--- config.mk ---
export PLATFORM = sky130hd
export DESIGN_NAME = branch_pc_unit_flat
export DESIGN_NICKNAME = d
export VERILOG_FILES = /design/src/rtl/branch_pc_if.sv /design/src/rtl/branch_pc_unit.sv /design/src/flat_wrapper.sv
export SDC_FILE = /design/constraint.sdc
export NUM_CORES = 1
export LEC_CHECK = 0
export ABC_AREA = 0
export CAP_MARGIN = 10
export CORE_MARGIN = 2
export CORE_UTILIZATION = 51
export DETAILED_ROUTE_END_ITERATION = 8
export PLACE_DENSITY = 0.85
export SLEW_MARGIN = 20
export SYNTH_ARGS = -nofsm -noshare
export SYNTH_HDL_FRONTEND = slang
export SYNTH_SLANG_ARGS = --single-unit
--- constraint.sdc ---
create_clock -name i_clk -period 4.1 [get_ports i_clk]
set_input_delay 0.82 -clock i_clk [delete_from_list [all_inputs] [get_ports i_clk]]
set_output_delay 0.82 -clock i_clk [all_outputs]
set_load 0.01 [all_outputs]
--- src/rtl/branch_pc_if.sv ---
// Bus between the decode/compare side and the PC unit: decoded control flow in,
// PC, link value, trap status and branch counters out.
interface branch_pc_if #(
  parameter int CNT_W = 32
);
  logic             i_stall;
  logic             i_instr_valid;
  logic             i_is_branch;
  logic             i_is_jal;
  logic             i_is_jalr;
  logic [2:0]       i_funct3;
  logic             i_br_less;
  logic             i_br_equal;
  logic [31:0]      i_rs1_data;
  logic [31:0]      i_imm;
  logic             o_br_un;
  logic [31:0]      o_pc;
  logic [31:0]      o_pc_four;
  logic             o_taken;
  logic             o_kill;
  logic             o_misalign;
  logic [31:0]      o_bad_addr;
  logic [CNT_W-1:0] o_branch_cnt;
  logic [CNT_W-1:0] o_taken_cnt;

  modport master (
    output i_stall, i_instr_valid, i_is_branch, i_is_jal, i_is_jalr, i_funct3,
           i_br_less, i_br_equal, i_rs1_data, i_imm,
    input  o_br_un, o_pc, o_pc_four, o_taken, o_kill, o_misalign, o_bad_addr,
           o_branch_cnt, o_taken_cnt
  );

  modport slave (
    input  i_stall, i_instr_valid, i_is_branch, i_is_jal, i_is_jalr, i_funct3,
           i_br_less, i_br_equal, i_rs1_data, i_imm,
    output o_br_un, o_pc, o_pc_four, o_taken, o_kill, o_misalign, o_bad_addr,
           o_branch_cnt, o_taken_cnt
  );
endinterface

--- src/rtl/branch_pc_unit.sv ---
// PC register and branch resolution for the single-cycle RV32I core, with
// misaligned-target trap (one-cycle kill) and retired/taken branch counters.
module branch_pc_unit #(
  parameter logic [31:0] RESET_PC = 32'h0000_0000,
  parameter logic [31:0] TRAP_VEC = 32'h0000_0100,
  parameter int          CNT_W    = 32
) (
  input logic        i_clk,
  input logic        i_rst_n,
  branch_pc_if.slave bus
);

  typedef enum logic {ST_RUN, ST_FLUSH} state_t;

  state_t           r_state;
  logic [31:0]      r_pc;
  logic [31:0]      r_bad_addr;
  logic             r_misalign;
  logic [CNT_W-1:0] r_branch_cnt;
  logic [CNT_W-1:0] r_taken_cnt;

  logic        w_run;
  logic        w_cond;
  logic        w_taken;
  logic        w_misalign;
  logic        w_retire;
  logic [31:0] w_jalr_sum;
  logic [31:0] w_target;

  always_comb begin
    w_cond = 1'b0;
    case (bus.i_funct3)
      3'b000:  w_cond = bus.i_br_equal;
      3'b001:  w_cond = ~bus.i_br_equal;
      3'b100:  w_cond = bus.i_br_less;
      3'b101:  w_cond = ~bus.i_br_less;
      3'b110:  w_cond = bus.i_br_less;
      3'b111:  w_cond = ~bus.i_br_less;
      default: w_cond = 1'b0;
    endcase
  end

  // JALR clears bit 0 of its target; bit 1 is left alone so it can still trap.
  assign w_jalr_sum = bus.i_rs1_data + bus.i_imm;
  assign w_target   = bus.i_is_jalr ? {w_jalr_sum[31:1], 1'b0} : r_pc + bus.i_imm;

  assign w_run      = (r_state == ST_RUN);
  assign w_taken    = bus.i_instr_valid & w_run &
                      (bus.i_is_jalr | bus.i_is_jal | (bus.i_is_branch & w_cond));
  assign w_misalign = w_taken & w_target[1];
  assign w_retire   = w_run & ~bus.i_stall & bus.i_instr_valid & bus.i_is_branch &
                      ~bus.i_is_jal & ~bus.i_is_jalr;

  assign bus.o_br_un      = ~bus.i_funct3[1];
  assign bus.o_pc         = r_pc;
  assign bus.o_pc_four    = r_pc + 32'd4;
  assign bus.o_taken      = w_taken;
  assign bus.o_kill       = (r_state == ST_FLUSH);
  assign bus.o_misalign   = r_misalign;
  assign bus.o_bad_addr   = r_bad_addr;
  assign bus.o_branch_cnt = r_branch_cnt;
  assign bus.o_taken_cnt  = r_taken_cnt;

  // The misalign pulse clears on every edge, stall or not, so it lasts one cycle.
  always_ff @(posedge i_clk or negedge i_rst_n) begin
    if (!i_rst_n) begin
      r_state      <= ST_RUN;
      r_pc         <= RESET_PC;
      r_bad_addr   <= 32'h0;
      r_misalign   <= 1'b0;
      r_branch_cnt <= '0;
      r_taken_cnt  <= '0;
    end else begin
      r_misalign <= 1'b0;
      if (!bus.i_stall) begin
        case (r_state)
          ST_RUN: begin
            if (w_misalign) begin
              r_pc       <= TRAP_VEC;
              r_bad_addr <= w_target;
              r_misalign <= 1'b1;
              r_state    <= ST_FLUSH;
            end else if (w_taken) begin
              r_pc <= w_target;
            end else if (bus.i_instr_valid) begin
              r_pc <= r_pc + 32'd4;
            end
          end
          ST_FLUSH: r_state <= ST_RUN;
          default:  r_state <= ST_RUN;
        endcase
      end
      if (w_retire) begin
        r_branch_cnt <= r_branch_cnt + CNT_W'(1);
        if (w_taken && !w_misalign) begin
          r_taken_cnt <= r_taken_cnt + CNT_W'(1);
        end
      end
    end
  end

endmodule

--- src/flat_wrapper.sv ---
// flat-port wrapper written by rule: the top's interface ports become plain ports
module branch_pc_unit_flat 
#(
  parameter logic [31:0] RESET_PC = 32'h0000_0000,
  parameter logic [31:0] TRAP_VEC = 32'h0000_0100,
  parameter int          CNT_W    = 32
)
  (i_clk, i_rst_n, bus_i_stall, bus_i_instr_valid, bus_i_is_branch, bus_i_is_jal, bus_i_is_jalr, bus_i_funct3, bus_i_br_less, bus_i_br_equal, bus_i_rs1_data, bus_i_imm, bus_o_br_un, bus_o_pc, bus_o_pc_four, bus_o_taken, bus_o_kill, bus_o_misalign, bus_o_bad_addr, bus_o_branch_cnt, bus_o_taken_cnt);
  branch_pc_if #(.CNT_W(CNT_W)) bus_i ();
  input logic i_clk;
  input logic i_rst_n;
  input wire logic [$bits(bus_i.i_stall)-1:0] bus_i_stall;
  input wire logic [$bits(bus_i.i_instr_valid)-1:0] bus_i_instr_valid;
  input wire logic [$bits(bus_i.i_is_branch)-1:0] bus_i_is_branch;
  input wire logic [$bits(bus_i.i_is_jal)-1:0] bus_i_is_jal;
  input wire logic [$bits(bus_i.i_is_jalr)-1:0] bus_i_is_jalr;
  input wire logic [$bits(bus_i.i_funct3)-1:0] bus_i_funct3;
  input wire logic [$bits(bus_i.i_br_less)-1:0] bus_i_br_less;
  input wire logic [$bits(bus_i.i_br_equal)-1:0] bus_i_br_equal;
  input wire logic [$bits(bus_i.i_rs1_data)-1:0] bus_i_rs1_data;
  input wire logic [$bits(bus_i.i_imm)-1:0] bus_i_imm;
  output wire logic [$bits(bus_i.o_br_un)-1:0] bus_o_br_un;
  output wire logic [$bits(bus_i.o_pc)-1:0] bus_o_pc;
  output wire logic [$bits(bus_i.o_pc_four)-1:0] bus_o_pc_four;
  output wire logic [$bits(bus_i.o_taken)-1:0] bus_o_taken;
  output wire logic [$bits(bus_i.o_kill)-1:0] bus_o_kill;
  output wire logic [$bits(bus_i.o_misalign)-1:0] bus_o_misalign;
  output wire logic [$bits(bus_i.o_bad_addr)-1:0] bus_o_bad_addr;
  output wire logic [$bits(bus_i.o_branch_cnt)-1:0] bus_o_branch_cnt;
  output wire logic [$bits(bus_i.o_taken_cnt)-1:0] bus_o_taken_cnt;
  assign bus_i.i_stall = bus_i_stall;
  assign bus_i.i_instr_valid = bus_i_instr_valid;
  assign bus_i.i_is_branch = bus_i_is_branch;
  assign bus_i.i_is_jal = bus_i_is_jal;
  assign bus_i.i_is_jalr = bus_i_is_jalr;
  assign bus_i.i_funct3 = bus_i_funct3;
  assign bus_i.i_br_less = bus_i_br_less;
  assign bus_i.i_br_equal = bus_i_br_equal;
  assign bus_i.i_rs1_data = bus_i_rs1_data;
  assign bus_i.i_imm = bus_i_imm;
  assign bus_o_br_un = bus_i.o_br_un;
  assign bus_o_pc = bus_i.o_pc;
  assign bus_o_pc_four = bus_i.o_pc_four;
  assign bus_o_taken = bus_i.o_taken;
  assign bus_o_kill = bus_i.o_kill;
  assign bus_o_misalign = bus_i.o_misalign;
  assign bus_o_bad_addr = bus_i.o_bad_addr;
  assign bus_o_branch_cnt = bus_i.o_branch_cnt;
  assign bus_o_taken_cnt = bus_i.o_taken_cnt;
  branch_pc_unit #(.RESET_PC(RESET_PC), .TRAP_VEC(TRAP_VEC), .CNT_W(CNT_W)) u_core (.i_clk(i_clk), .i_rst_n(i_rst_n), .bus(bus_i));
endmodule
---- Yosys cells after proc, flatten, opt, wreduce, memory -nomap -nowiden ----
Index checks and enable logic that the tools add are counted.
storage, ports and cells
  register bits after elaboration ......... 130
  bits of input ports ..................... 76
  output and inout port bits .............. 164
  logic and storage cells ................. 52
operators by class
  $add $sub $neg .......................... 5
  equality and inequality tests ........... 5
  muxes and demuxes ....................... 9
  bitwise logic cells ..................... 18
  reduce and logical (&&, ||, !) cells .... 9
operator list
  cell                                           count
  two-way mux 32 bit                             4
  adder 32 x 1 -> 32 bit, second input constant  2
  adder 32 bit                                   2
  adder 32 x 3 -> 32 bit, second input constant  1
  == test 3 bit, second input constant           4
  AND 1 bit                                      9
  inverter 1 bit                                 7
  AND reduction 3 bit                            2
  case mux 1 bit (4 select lines)                1
  OR reduction 2 bit                             2
  == test 3 x 1 -> 1 bit, second input constant  1
  logical NOT 3 bit                              1
  two-way mux 1 bit                              3
  nonzero test 3 bit                             1
  bitwise OR 1 bit                               2
  case mux 1 bit (2 select lines)                1
  AND reduction 2 bit                            1
  logical AND 1 bit                              1
  logical NOT 1 bit                              1

---- Logic depth before layout (Yosys ltp) ----
  depth after elaboration ................. 10
  mapped depth ............................ 12
  mapped depth without buffers ............ 12

---- Least setup slack after synthesis ----
OpenSTA, ideal clock, no wires.
  path type ............................... input port to flip-flop
  from .................................... input port bus_i_imm[3]
  to ...................................... register u_core.r_pc[31], in the netlist u_core.bus.o_pc[31]
  setup time .............................. 0.128 ns
  arrival time ............................ 3.181 ns
  data required time ...................... 3.972 ns
  path slack .............................. 0.791 ns
  stages on the path ...................... 11
  buffers on the path ..................... 0
  cells stage by stage .................... ha_1 o21ai_2 a221oi_2 a22o_1 a2111o_1 a31oi_2 o31ai_1 nor3b_1 or3_4 mux2i_1 nand3_1
between the ends
  cells in the longest elaborated chain, start to end .. 4
  elaborated cells on any way between the ends .. 5
  those cells by class .................... 2 x add/sub; 3 x mux
ends and longest elaborated chain
  what                                    line                                        source
  start: declaration                      flat_wrapper.sv:21                          input wire logic [$bits(bus_i.i_imm)-1:0] bus_i_imm;
  adder 32 bit, on equally long branches  branch_pc_unit.sv:45, branch_pc_unit.sv:44
  two-way mux 32 bit *                    branch_pc_unit.sv:45                        assign w_target = bus.i_is_jalr ? {w_jalr_sum[31:1], 1'b0} : r_pc + bus.i_imm;
  two-way mux 32 bit *                    branch_pc_unit.sv:83                        end else if (w_taken) begin
  two-way mux 32 bit *                    branch_pc_unit.sv:78                        if (w_misalign) begin
  end signal: assignment                  branch_pc_unit.sv:84                        r_pc <= w_target;
  end signal: assignment                  branch_pc_unit.sv:86                        r_pc <= r_pc + 32'd4;
  end: declaration                        branch_pc_unit.sv:16                        logic [31:0] r_pc;
Mark *: on every way between the ends. The rest lies on a longest branch, timed or not.
A chain may end at the register's enable or synchronous reset.

---- Worst setup path in the final report ----
  from .................................... register u_core.r_pc[2], in the netlist u_core.bus.o_pc[2]
  to ...................................... output port bus_o_pc_four[30]
between the ends
  cells in the longest elaborated chain, start to end .. 1
ends and longest elaborated chain
  what                    line                  source
  adder 32 x 3 -> 32 bit  branch_pc_unit.sv:56  assign bus.o_pc_four = r_pc + 32'd4;
  end: declaration        flat_wrapper.sv:24    output wire logic [$bits(bus_i.o_pc_four)-1:0] bus_o_pc_four;
Every way passes these cells.

==> impl_results.md <==
* CP Capture Type: primary output
* Routed Antenna Nets at 0
* Met1 usage at a little over two fifths
* Flop pwr share at 28.6%
* # placed instances at 1592
* DR vias at 9822
* Switching share of power at 37.6%
* Mapped cell area at around 0.0096 mm²
* Width of the die at 141 µm
* FFs w/ async S/R, synth at 100%
* Final core occ at 70.7%
* Yosys cell types at 76
* CTS buffer count at 17
* Die Height at 141 µm
* Vias in the first global route at 9404
* CTS tree: done
* Detailed Route Iter0 Violations at 843
* Clock skew at 0.0132 ns
* Leakage at slightly below 6 nW
* Placement Rows at 50
* Initial Util at 51.6%
* RSZ-0062 raised after global routing: yes
* Worst-margin pin slew at ~0.92 ns
* Clock power frac at 24.9%
* Reg clk slew, reported paths at approximately 0.060 ns
* Crit-path max FO at 7
* CP arrival at around 3.2 ns
* Global routing usage on met3 at 5.81%
* Post-synth EDFFs at 0
* Total Routed Length at between 30000 and 40000 µm
* Period minus WS final at 4.00 ns
* Sequential element share of the synthesized area at 33.8%
* Int Power at 3.80 mW
* Hold WC Path Type: reg -> reg
* Synth Flop Type: dfrtp_1
* Peak supply drop at approximately 0.00028 V
* Drt wl/cell at 19.2 µm
* Final setup fails at 0
* Total congestion overflow at 0
* Syn Inst Count at 1104
* Drt drc at 0
* Setup TNS at 0 ns
* CTS max path bufs at 2
* Syn_area_per_cell at 8.65 µm²
* Worst-Skew Late Latency at 0.42 ns
* Area growth from synthesis to layout at 37.0%
* DR vias/cell at approximately 6.0
* Hold path cells at 1
* IO buf count at around 240
* Critical path required time at 3.28 ns
* DIE AREA at 0.0198 mm²
* Worst r2r src: u_core.bus.o_pc[3]
* Crit start category: flop
* Max-cap violations at 0
* Final non-filler cell total at ~1600
* Final Slew Violations at 0
* #FFs+latches synth at between 100 and 150
* Cell count of the worst reg-to-reg path at 13
* Clock root cell: clkbuf_16
* Nets@finish at 1518
* Drt first pass iters at 7
* CTS Hold Bufs at 0
* Boundary Pins at 240
* Antenna diode count at 0
* YS warnings at 0
* Kind of critical path: reg -> out
* RD Place Congestion at slightly below 1
* Power per cell area at between 400 and 500 mW/mm²
* Logic gate share of total power at 46.5%
* DP HPWL at approximately 24000 µm
* Post-CTS setup buffers at 0
* Final hold viol count at 0
* First-pass GRT wire length at 49200 µm
* Sw Pwr at 2.29 mW
* Overall Global Routing Usage at 31.2%
* Outcome: complete, no violations
* WHS Endpoint: u_core.bus.o_taken_cnt[31]
* Peak Freq at 250 MHz
* Register-to-register setup slack at about 0.73 ns
* H-tree depth at 4
* Met2 Usage GRT at 50.8%
* Period utilization at slightly below 100%
* Total power at around 6.1 mW
* GRT busiest layer: met2
* Largest net degree at the start of global routing at 74
* RR Endpoint: u_core.bus.o_pc[25]
* Fraction of layout cells with a size suffix above 1 at 8.27%
* CORE AREA at 0.0185 mm²
* Slew headroom at 38.7%
* Worst hold start: u_core.bus.o_taken_cnt[31]
* Initial antenna violation count at 0
* Clk sinks at 129
-- flip-flops by register name, summed over array words and instances (netlist names) --
name	flops
u_core.bus.o_bad_addr	32
u_core.bus.o_kill	1
u_core.bus.o_misalign	1
u_core.bus.o_pc	31
u_core.bus.o_branch_cnt	32
u_core.bus.o_taken_cnt	32
-- synth_stat cells, types with 18 or more instances --
cell type,count,area [µm²]
a21o_1,45,338
a21oi_1,69,345
and3_1,27,169
clkbuf_1,35,131
dfrtp_1,129,3230
ha_1,64,801
inv_1,28,105
nand2_1,115,432
nand3_1,54,270
nand4_1,29,181
nor2_1,73,274
nor3_1,18,90.1
o21ai_0,81,405
xnor2_1,103,902
xor2_1,40,350
-- routing by layer --
layer | share of wire, % | vias to the layer above
met5 | 0 | -
met4 | 2.4 | 0
met3 | 8.3 | 57
met2 | 47 | 502
met1 | 42 | 4704
li1 | - | 4559
-- cell usage in the layout, fill, tap and decap left out, drive strengths merged, types with 29 or more instances in the layout --
| master | count |
|---|---|
| clkdlybuf4s50 | 236 |
| dfrtp | 129 |
| nand2 | 115 |
| xnor2 | 103 |
| o21ai | 85 |
| nor2 | 73 |
| a21oi | 69 |
| ha | 64 |
| buf | 62 |
| nand3 | 54 |
| a21o | 45 |
| xor2 | 40 |
| inv | 31 |
| nand4 | 29 |
-- how the worst max path moves through the flow --
stage                     slack, ns  depth (start not counted)                from             endpoint
after floorplan                0.79                         11        bus_i_imm[3]  u_core.bus.o_pc[31]
after global placement         0.02                         12        bus_i_imm[6]  u_core.bus.o_pc[31]
after detailed placement      -0.04                         13        bus_i_imm[6]  u_core.bus.o_pc[29]
after CTS                      0.03                          9  u_core.bus.o_pc[2]    bus_o_pc_four[30]
after global routing          -0.03                          9  u_core.bus.o_pc[2]    bus_o_pc_four[30]
final                          0.10                          9  u_core.bus.o_pc[2]    bus_o_pc_four[30]
-- power groups by stage --
| stage | clock network [mW] | registers [mW] | logic, mW |
|---|---|---|---|
| after floorplan | 0 | 1.85 | 1.32 |
| after global routing | 1.58 | 1.77 | 3.05 |
| final | 1.52 | 1.74 | 2.83 |
| after global placement | 0 | 1.74 | 2.75 |
| after detailed placement | 0 | 1.75 | 2.78 |
| after CTS | 1.53 | 1.73 | 2.80 |
-- worst max-delay path: stages, from the launching register on --
cell and delay, ns:
dfrtp_2 0.43, ha_1 0.19, and3_1 0.21, and3_1 0.26, nand4_1 0.23, nor2_2 0.22
and4_2 0.32, nand3_1 0.10, xnor2_1 0.21, clkdlybuf4s50_1 0.59
-- what timing repair did --
action,in CTS,in global routing
endpoints found under the setup margin,1,2
resized for setup,1,3
pin swaps,0,0
-- stage by stage --
step                area [µm²]  hold WS [ns]  worst slack (ns)
finish                   13100         0.471             0.102
global route             13100         0.483           -0.0307
CTS                      13100         0.476            0.0304
detailed placement       12500         0.464           -0.0397
global placement         12500         0.457            0.0180
floorplan                 9560         0.504             0.791
-- cell families (layout without fill, tap and decap cells) --
group | after synthesis | count (layout) | share of synthesized area (%)
adder cells (fa/ha/maj) | 65 | 65 | 8.59
multiplexers | 15 | 15 | 1.61
XOR/XNOR | 143 | 143 | 13.1
buffers and inverters | 73 | 358 | 3.04
other | 1 | 2 | 0.0392
flip-flops | 129 | 129 | 33.8
AO/OA/AOI/OAI | 306 | 306 | 20.8
AND/OR/NAND/NOR | 372 | 372 | 19.1
-- cell type report --
cell class	instances	area, µm²
Clock buffer	18	429
Clock inverter	14	158
Fill cell	1453	5430
Inverter	28	105
Multi-Input combinational cell	903	6050
Sequential cell	129	3230
Tap cell	234	293
Timing Repair Buffer	298	2830
Power figures use the tool's default switching activity.
